[src/rtl/mask_unit_read_response_cross_bar_pkg.sv]
// Shared types and helpers for the mask-unit read-response crossbar.
//   LANE_NUM / LANE_IDX_W : four lanes, two-bit lane/requester index
//   DATA_OFFSET_W         : width of the echoed data offset
//   resp_t                : one read response (data, writeIndex, dataOffset, readLane)
//   rr_pick()             : round-robin pick starting at a given lane
package mask_unit_read_response_cross_bar_pkg;

    localparam int LANE_NUM      = 4;
    localparam int LANE_IDX_W    = 2;
    localparam int DATA_OFFSET_W = 2;
    localparam int RESP_DATA_W   = 32;

    typedef struct packed {
        logic [RESP_DATA_W-1:0]   data;
        logic [LANE_IDX_W-1:0]    write_index;
        logic [DATA_OFFSET_W-1:0] data_offset;
        logic [LANE_IDX_W-1:0]    read_lane;
    } resp_t;

    typedef struct packed {
        logic                  found;
        logic [LANE_IDX_W-1:0] lane;
    } rr_grant_t;

    // Picks the first requesting lane at or after 'start', wrapping around.
    // Scanning from the farthest candidate down lets the nearest one win last.
    function automatic rr_grant_t rr_pick(input logic [LANE_NUM-1:0]   req,
                                          input logic [LANE_IDX_W-1:0] start);
        rr_grant_t             g;
        logic [LANE_IDX_W-1:0] cand;
        g.found = 1'b0;
        g.lane  = 2'b00;
        for (int k = LANE_NUM - 1; k >= 0; k--) begin
            cand = start + LANE_IDX_W'(k);
            if (req[cand]) begin
                g.found = 1'b1;
                g.lane  = cand;
            end
        end
        return g;
    endfunction

endpackage

[src/rtl/mask_unit_read_response_cross_bar_if.sv]
// Bundle of the lane-side and requester-side response handshakes.
//   in_*  : four lane response ports (valid/ready, data, writeIndex, dataOffset)
//   out_* : four requester return ports (valid/ready, data, dataOffset, readLane)
// Modports: master = environment driving lanes and consuming returns,
//           slave  = the crossbar.
interface mask_unit_read_response_cross_bar_if
    import mask_unit_read_response_cross_bar_pkg::*;
#(
    parameter int DATA_W = 32
);
    logic [LANE_NUM-1:0]                    in_valid;
    logic [LANE_NUM-1:0]                    in_ready;
    logic [LANE_NUM-1:0][DATA_W-1:0]        in_bits_data;
    logic [LANE_NUM-1:0][LANE_IDX_W-1:0]    in_bits_write_index;
    logic [LANE_NUM-1:0][DATA_OFFSET_W-1:0] in_bits_data_offset;

    logic [LANE_NUM-1:0]                    out_valid;
    logic [LANE_NUM-1:0]                    out_ready;
    logic [LANE_NUM-1:0][DATA_W-1:0]        out_bits_data;
    logic [LANE_NUM-1:0][DATA_OFFSET_W-1:0] out_bits_data_offset;
    logic [LANE_NUM-1:0][LANE_IDX_W-1:0]    out_bits_read_lane;

    modport master (
        output in_valid, in_bits_data, in_bits_write_index, in_bits_data_offset, out_ready,
        input  in_ready, out_valid, out_bits_data, out_bits_data_offset, out_bits_read_lane
    );

    modport slave (
        input  in_valid, in_bits_data, in_bits_write_index, in_bits_data_offset, out_ready,
        output in_ready, out_valid, out_bits_data, out_bits_data_offset, out_bits_read_lane
    );
endinterface

[src/rtl/mask_unit_read_response_cross_bar_fifo.sv]
// mask_unit_resp_fifo: synchronous FIFO with registered storage and head output.
//   clk_i/rst_ni : clock, async active-low reset (clears storage and pointers)
//   push_i/data_i: write request (ignored while full, even with a pop)
//   pop_i        : read request (ignored while empty)
//   full_o/empty_o/data_o : status and head entry
module mask_unit_resp_fifo #(
    parameter int DEPTH = 2,
    parameter int WIDTH = 36
) (
    input  logic             clk_i,
    input  logic             rst_ni,
    input  logic             push_i,
    input  logic [WIDTH-1:0] data_i,
    input  logic             pop_i,
    output logic             full_o,
    output logic             empty_o,
    output logic [WIDTH-1:0] data_o
);
    localparam int PTR_W = $clog2(DEPTH);
    localparam int CNT_W = PTR_W + 1;

    logic [WIDTH-1:0] mem_q [DEPTH];
    logic [PTR_W-1:0] wr_ptr_q;
    logic [PTR_W-1:0] rd_ptr_q;
    logic [CNT_W-1:0] count_q;
    logic             push_ok;
    logic             pop_ok;

    assign full_o  = (count_q == CNT_W'(DEPTH));
    assign empty_o = (count_q == CNT_W'(0));
    assign push_ok = push_i && !full_o;
    assign pop_ok  = pop_i && !empty_o;
    assign data_o  = mem_q[rd_ptr_q];

    // Storage, pointers (wrap naturally, depth is a power of two) and occupancy.
    always_ff @(posedge clk_i or negedge rst_ni) begin
        if (!rst_ni) begin
            for (int k = 0; k < DEPTH; k++) begin
                mem_q[k] <= {WIDTH{1'b0}};
            end
            wr_ptr_q <= {PTR_W{1'b0}};
            rd_ptr_q <= {PTR_W{1'b0}};
            count_q  <= {CNT_W{1'b0}};
        end else begin
            if (push_ok) begin
                mem_q[wr_ptr_q] <= data_i;
                wr_ptr_q        <= wr_ptr_q + PTR_W'(1);
            end
            if (pop_ok) begin
                rd_ptr_q <= rd_ptr_q + PTR_W'(1);
            end
            case ({push_ok, pop_ok})
                2'b10:   count_q <= count_q + CNT_W'(1);
                2'b01:   count_q <= count_q - CNT_W'(1);
                default: count_q <= count_q;
            endcase
        end
    end
endmodule

[src/rtl/mask_unit_read_response_cross_bar.sv]
// Read-response crossbar: routes each lane response to the requester named by
// its writeIndex through a per-requester round-robin arbiter and return FIFO.
//   clock, reset_n : clock, async active-low reset
//   resp_bus       : slave side of mask_unit_read_response_cross_bar_if
// Optional macro MASK_UNIT_RESP_BYPASS_EN: an empty FIFO whose requester is
// ready passes the granted response straight through in the same cycle.
// Without it, in_ready depends only on registered FIFO state.
module mask_unit_read_response_cross_bar
    import mask_unit_read_response_cross_bar_pkg::*;
#(
    parameter int LANES      = 4,
    parameter int DATA_W     = 32,
    parameter int FIFO_DEPTH = 2
) (
    input logic                                 clock,
    input logic                                 reset_n,
    mask_unit_read_response_cross_bar_if.slave  resp_bus
);
    localparam int ENTRY_W = DATA_W + DATA_OFFSET_W + LANE_IDX_W;

    logic [LANE_NUM-1:0][LANE_IDX_W-1:0] rr_ptr_q;   // first lane to consider
    logic [LANE_NUM-1:0][LANE_IDX_W-1:0] rr_ptr_d;
    logic [LANE_NUM-1:0][LANE_NUM-1:0]   req_s;      // [requester][lane]
    rr_grant_t [LANE_NUM-1:0]            grant_s;
    logic [LANE_NUM-1:0]                 accept_s;
    logic [LANE_NUM-1:0]                 fifo_full_s;
    logic [LANE_NUM-1:0]                 fifo_empty_s;
    logic [LANE_NUM-1:0]                 fifo_push_s;
    logic [LANE_NUM-1:0]                 fifo_pop_s;
    logic [LANE_NUM-1:0][ENTRY_W-1:0]    fifo_wdata_s;
    logic [LANE_NUM-1:0][ENTRY_W-1:0]    fifo_rdata_s;
    logic [LANE_NUM-1:0][ENTRY_W-1:0]    out_word_s;

    // Per-requester arbitration; a grant is accepted only when its FIFO has room.
    always_comb begin
        for (int j = 0; j < LANE_NUM; j++) begin
            for (int i = 0; i < LANES; i++) begin
                req_s[j][i] = resp_bus.in_valid[i] &&
                              (resp_bus.in_bits_write_index[i] == LANE_IDX_W'(j));
            end
            grant_s[j]      = rr_pick(req_s[j], rr_ptr_q[j]);
            accept_s[j]     = reset_n && grant_s[j].found && !fifo_full_s[j];
            fifo_wdata_s[j] = {resp_bus.in_bits_data[grant_s[j].lane],
                               resp_bus.in_bits_data_offset[grant_s[j].lane],
                               grant_s[j].lane};
            if (accept_s[j]) begin
                rr_ptr_d[j] = grant_s[j].lane + LANE_IDX_W'(1);
            end else begin
                rr_ptr_d[j] = rr_ptr_q[j];
            end
        end
    end

    // A lane is ready when it holds the accepted grant of its target requester.
    always_comb begin
        for (int i = 0; i < LANES; i++) begin
            resp_bus.in_ready[i] =
                accept_s[resp_bus.in_bits_write_index[i]] &&
                (grant_s[resp_bus.in_bits_write_index[i]].lane == LANE_IDX_W'(i));
        end
    end

    // Requester-side output selection, FIFO push and pop.
    always_comb begin
        for (int j = 0; j < LANE_NUM; j++) begin
`ifdef MASK_UNIT_RESP_BYPASS_EN
            fifo_push_s[j] = accept_s[j] && !(fifo_empty_s[j] && resp_bus.out_ready[j]);
            if (fifo_empty_s[j]) begin
                resp_bus.out_valid[j] = accept_s[j];
                out_word_s[j]         = fifo_wdata_s[j];
            end else begin
                resp_bus.out_valid[j] = 1'b1;
                out_word_s[j]         = fifo_rdata_s[j];
            end
`else
            fifo_push_s[j]        = accept_s[j];
            resp_bus.out_valid[j] = !fifo_empty_s[j];
            out_word_s[j]         = fifo_rdata_s[j];
`endif
            fifo_pop_s[j] = !fifo_empty_s[j] && resp_bus.out_ready[j];
            {resp_bus.out_bits_data[j],
             resp_bus.out_bits_data_offset[j],
             resp_bus.out_bits_read_lane[j]} = out_word_s[j];
        end
    end

    // Round-robin pointers; lane 0 has first priority after reset.
    always_ff @(posedge clock or negedge reset_n) begin
        if (!reset_n) begin
            rr_ptr_q <= {(LANE_NUM * LANE_IDX_W){1'b0}};
        end else begin
            rr_ptr_q <= rr_ptr_d;
        end
    end

    for (genvar j = 0; j < LANE_NUM; j++) begin : g_fifo
        mask_unit_resp_fifo #(
            .DEPTH (FIFO_DEPTH),
            .WIDTH (ENTRY_W)
        ) u_fifo (
            .clk_i   (clock),
            .rst_ni  (reset_n),
            .push_i  (fifo_push_s[j]),
            .data_i  (fifo_wdata_s[j]),
            .pop_i   (fifo_pop_s[j]),
            .full_o  (fifo_full_s[j]),
            .empty_o (fifo_empty_s[j]),
            .data_o  (fifo_rdata_s[j])
        );
    end
endmodule

[src/flat_wrapper.sv]
// flat-port wrapper written by rule: the top's interface ports become plain ports
module mask_unit_read_response_cross_bar_flat import mask_unit_read_response_cross_bar_pkg::*;
#(
    parameter int LANES      = 4,
    parameter int DATA_W     = 32,
    parameter int FIFO_DEPTH = 2
)
  (clock, reset_n, resp_bus_in_valid, resp_bus_in_bits_data, resp_bus_in_bits_write_index, resp_bus_in_bits_data_offset, resp_bus_out_ready, resp_bus_in_ready, resp_bus_out_valid, resp_bus_out_bits_data, resp_bus_out_bits_data_offset, resp_bus_out_bits_read_lane);
  mask_unit_read_response_cross_bar_if #(.DATA_W(DATA_W)) resp_bus_i ();
  input logic clock;
  input logic reset_n;
  input wire logic [$bits(resp_bus_i.in_valid)-1:0] resp_bus_in_valid;
  input wire logic [$bits(resp_bus_i.in_bits_data)-1:0] resp_bus_in_bits_data;
  input wire logic [$bits(resp_bus_i.in_bits_write_index)-1:0] resp_bus_in_bits_write_index;
  input wire logic [$bits(resp_bus_i.in_bits_data_offset)-1:0] resp_bus_in_bits_data_offset;
  input wire logic [$bits(resp_bus_i.out_ready)-1:0] resp_bus_out_ready;
  output wire logic [$bits(resp_bus_i.in_ready)-1:0] resp_bus_in_ready;
  output wire logic [$bits(resp_bus_i.out_valid)-1:0] resp_bus_out_valid;
  output wire logic [$bits(resp_bus_i.out_bits_data)-1:0] resp_bus_out_bits_data;
  output wire logic [$bits(resp_bus_i.out_bits_data_offset)-1:0] resp_bus_out_bits_data_offset;
  output wire logic [$bits(resp_bus_i.out_bits_read_lane)-1:0] resp_bus_out_bits_read_lane;
  assign resp_bus_i.in_valid = resp_bus_in_valid;
  assign resp_bus_i.in_bits_data = resp_bus_in_bits_data;
  assign resp_bus_i.in_bits_write_index = resp_bus_in_bits_write_index;
  assign resp_bus_i.in_bits_data_offset = resp_bus_in_bits_data_offset;
  assign resp_bus_i.out_ready = resp_bus_out_ready;
  assign resp_bus_in_ready = resp_bus_i.in_ready;
  assign resp_bus_out_valid = resp_bus_i.out_valid;
  assign resp_bus_out_bits_data = resp_bus_i.out_bits_data;
  assign resp_bus_out_bits_data_offset = resp_bus_i.out_bits_data_offset;
  assign resp_bus_out_bits_read_lane = resp_bus_i.out_bits_read_lane;
  mask_unit_read_response_cross_bar #(.LANES(LANES), .DATA_W(DATA_W), .FIFO_DEPTH(FIFO_DEPTH)) u_core (.clock(clock), .reset_n(reset_n), .resp_bus(resp_bus_i));
endmodule
[config.mk]
export PLATFORM = sky130hd
export DESIGN_NAME = mask_unit_read_response_cross_bar_flat
export DESIGN_NICKNAME = d
export VERILOG_FILES = /design/src/rtl/mask_unit_read_response_cross_bar_pkg.sv /design/src/rtl/mask_unit_read_response_cross_bar_if.sv /design/src/rtl/mask_unit_read_response_cross_bar_fifo.sv /design/src/rtl/mask_unit_read_response_cross_bar.sv /design/src/flat_wrapper.sv
export SDC_FILE = /design/constraint.sdc
export NUM_CORES = 1
export LEC_CHECK = 0
export ABC_AREA = 1
export BUFFER_PORTS_ARGS = -buffer_cell sky130_fd_sc_hd__buf_2
export CAP_MARGIN = 10
export CORE_ASPECT_RATIO = 0.6
export CORE_MARGIN = 1
export CORE_UTILIZATION = 50
export DETAILED_ROUTE_END_ITERATION = 16
export PLACE_DENSITY = 0.71
export SYNTH_ARGS = -nofsm -noshare
export SYNTH_HDL_FRONTEND = slang
export SYNTH_SLANG_ARGS = --single-unit
export TNS_END_PERCENT = 100
[constraint.sdc]
create_clock -name clock -period 4.8 [get_ports clock]
set_clock_uncertainty 0.2 [all_clocks]
set_input_delay 0.72 -clock clock [delete_from_list [all_inputs] [get_ports clock]]
set_output_delay 0.72 -clock clock [all_outputs]
set_load 0.01 [all_outputs]
==> reports/metrics.csv <==
metric,value,unit
dp.cells,3929,
fmax,244,MHz
grt_pass1_vias,20700,
hpwl,54900,um
grt_max_degree,80,
synth-edff-count,0,
cts_root_buffer,clkbuf_16,
die_y,158,um
r2r-start,u_core.rr_ptr_q[4]$_DFFE_PN0P_,
gp_congestion,0.954,
synth_compound_area_share,1.34,%
startpoint_type,primary input,
core,0.0394,sq mm
holdCritStartpoint,resp_bus_out_ready[0],
p_leak,13.6,nW
irDropWorstVdd,0.513,mV
die_w,262,um
via_per_inst,5.77,
r2r_cells,14,
final_max_slew_viol_count,0,
syn-cell-area,0.0202,sq mm
yosys.area_share.adder,0.248,%
path_class,in2out,
relSlewSlack,25.8,%
grt_pass1_wl,122000,um
drtAntennaViolNets,0,
drt_wl_total,80700,um
synthSimpleGateAreaFrac,50.2,%
synth_cells,3261,
maxCapViolCount,0,
utilization,57.8,%
worst_setup_path_end_kind,output pin,
finalSetupTns,0,ns
synth_top_cell_by_area,dfrtp_1,
fin_nets,3598,
io_pins,306,
hold_path_class,in2reg,
antenna_found_initial,1,
cts_sinks,312,
initial_core_util,51.2,%
cp_max_fo,30,
reg2reg_slack,1.49,ns
ys_warn_count,0,
setup_viol,0,
holdWs,0.244,ns
cts_tree,yes,
synth_top_family_by_area,simple AND/OR/NAND/NOR gates,
fin_crit,4.09,ns
numCtsBuffers,30,
grt-ovfl-total,0,
r2r-end,u_core.g_fifo[2].u_fifo.mem_q[58]$_DFFE_PN0P_,
die-area,0.0412,sq mm
arrival,3.17,ns
htreeDepth,1,
status,completed,
path_clk_slew,0.07,ns
portBuffers,305,
drc_errors,0,
ys_ff_latch,312,
grt_usage,38.7,%
fin_crit_sh,85.3,%
grt_setup_unrepaired,no,
wl_per_cell,20.2,um
p_per_area,931,mW/mm^2
drive_above_1_share,13.2,%
synth_mux_area_share,0,%
synth_cell_types,30,
worst_pin_slew,1.11,ns
hold_violations,0,
ys_seq_area_share,38.6,%
synth-main-ff-cell,dfrtp_1,
clk_latency,0.60,ns
syn_avg_cell_area,6.20,sq um
whs_path_depth,3,
drt-pass1-iter-count,8,
vias,23000,
finalPower,21.2,mW
final_cell_count_no_fill,3985,
hold_end,u_core.g_fifo[0].u_fifo.rd_ptr_q$_DFFE_PN0P_,
syn-num-nets,3419,
synth_xor_xnor_area_share,0.601,%
drt_iter0_markers,3390,
synth_top_area_share,38.6,%
cts_max_path_buffers,3,
cp_data_required_time,3.88,ns
syn_to_final_growth,12.8,%
synthTopCellsByArea,"dfrtp_1, nand2_1, nand3_1",
ys_async_sr_fraction,100,%
rows,56,
==> layout by cell type (no fill, tap or decap), drive strengths merged <==
cell type and count:
nand2 1829, nand3 607, buf 346, dfrtp 312, inv 209, clkbuf 47, o21ai 40, nor2 23
a21oi 11, xor2 9, clkinv 8, xnor2 4, ha 4, nand4 4, nand3b 3, bufinv 2
diode 1, and2 1, a21boi 1, clkinvlp 1, dlygate4sd3 1
==> cell type report <==
cell class / count / area [sq um]
Antenna cell: 1 / 2.50
Inverter: 213 / 800
Clock inverter: 7 / 98.8
Tap cell: 522 / 653
Clock buffer: 47 / 935
Fill cell: 3856 / 16700
Multi-Input combinational cell: 2536 / 10600
Sequential cell: 312 / 7810
Timing Repair Buffer: 347 / 1850
==> worst max-delay path, stage by stage <==
cell and delay (ns):
dlygate4sd3_1 0.56, buf_8 0.24, inv_1 0.23, a21oi_1 0.39, nand2_2 0.24, inv_1 0.24, nand2_1 0.09, nand3b_1 0.09
nand3_1 0.07, nor2_1 0.13, buf_2 0.15
==> how the worst max path moves through the flow <==
stage	from	endpoint	slack (ns)	cells after the start
after floorplan	resp_bus_in_bits_write_index[2]	resp_bus_in_ready[0]	1.78	15
after global placement	resp_bus_in_bits_write_index[4]	resp_bus_in_ready[0]	1.08	15
after detailed placement	resp_bus_in_bits_write_index[4]	resp_bus_in_ready[0]	1.04	14
after CTS	reset_n	resp_bus_in_ready[1]	0.72	11
after global routing	reset_n	resp_bus_in_ready[1]	0.54	11
final	reset_n	resp_bus_in_ready[1]	0.71	11
==> power breakdown <==
group / internal [mW] / switching, mW / total [mW]
Combinational: 3.81 / 10.3 / 14.1
Clock: 1.44 / 1.09 / 2.53
Sequential: 3.89 / 0.727 / 4.61
Total: 9.13 / 12.1 / 21.2
==> cell families (layout without fill, tap and decap cells) <==
kind of cell	after synthesis	count (layout)
compound gates	52	52
xor+xnor	13	13
fa+ha+maj	4	4
buf+inv	413	614
flops	312	312
other cells	0	1
simple gates	2467	2467
==> per-stage QoR <==
stage          instance area [sq um]  worst slack, ns
2_1_floorplan                  20200             1.78
3_3_place_gp                   21700             1.08
3_5_place_dp                   21700             1.04
4_1_cts                        22800            0.717
5_1_grt                        22800            0.542
6_report                       22800            0.707
==> registers in the layout (all words and copies together) (netlist names) <==
signal                         cells
u_core.g_fifo.u_fifo.count_q       8
u_core.g_fifo.u_fifo.rd_ptr_q      4
u_core.rr_ptr_q                    8
u_core.g_fifo.u_fifo.mem_q       288
u_core.g_fifo.u_fifo.wr_ptr_q      4
==> cell usage after synthesis (2+ instances only) <==
cell type     n
nand2_1    1820
nand3_1     599
dfrtp_1     312
inv_1       185
clkbuf_1     79
buf_2        69
o21ai_0      33
buf_4        29
inv_2        24
buf_1        15
nor2_1       12
a21oi_1      10
nand2_2       9
nor2_2        9
buf_6         8
nand3_2       8
xor2_1        8
o21ai_1       6
clkinv_1      4
ha_1          4
xnor2_1       4
nand3b_1      3
nand4_1       3
nor2_4        2
==> what timing repair did <==
action	in CTS	in global routing
resized for setup	0	0
buffers inserted	0	0
hold buffers	1	0
endpoints found under the hold margin	27	0
==> per-layer routing <==
| layer | part of all wire, % | global-route usage, % |
|---|---|---|
| met1 | 43 | 57.2 |
| met2 | 40 | 54.1 |
| met3 | 13 | 9.67 |
| met4 | 3.9 | 13.5 |
| met5 | 0 | 0 |
Power figures use the tool's default switching activity.
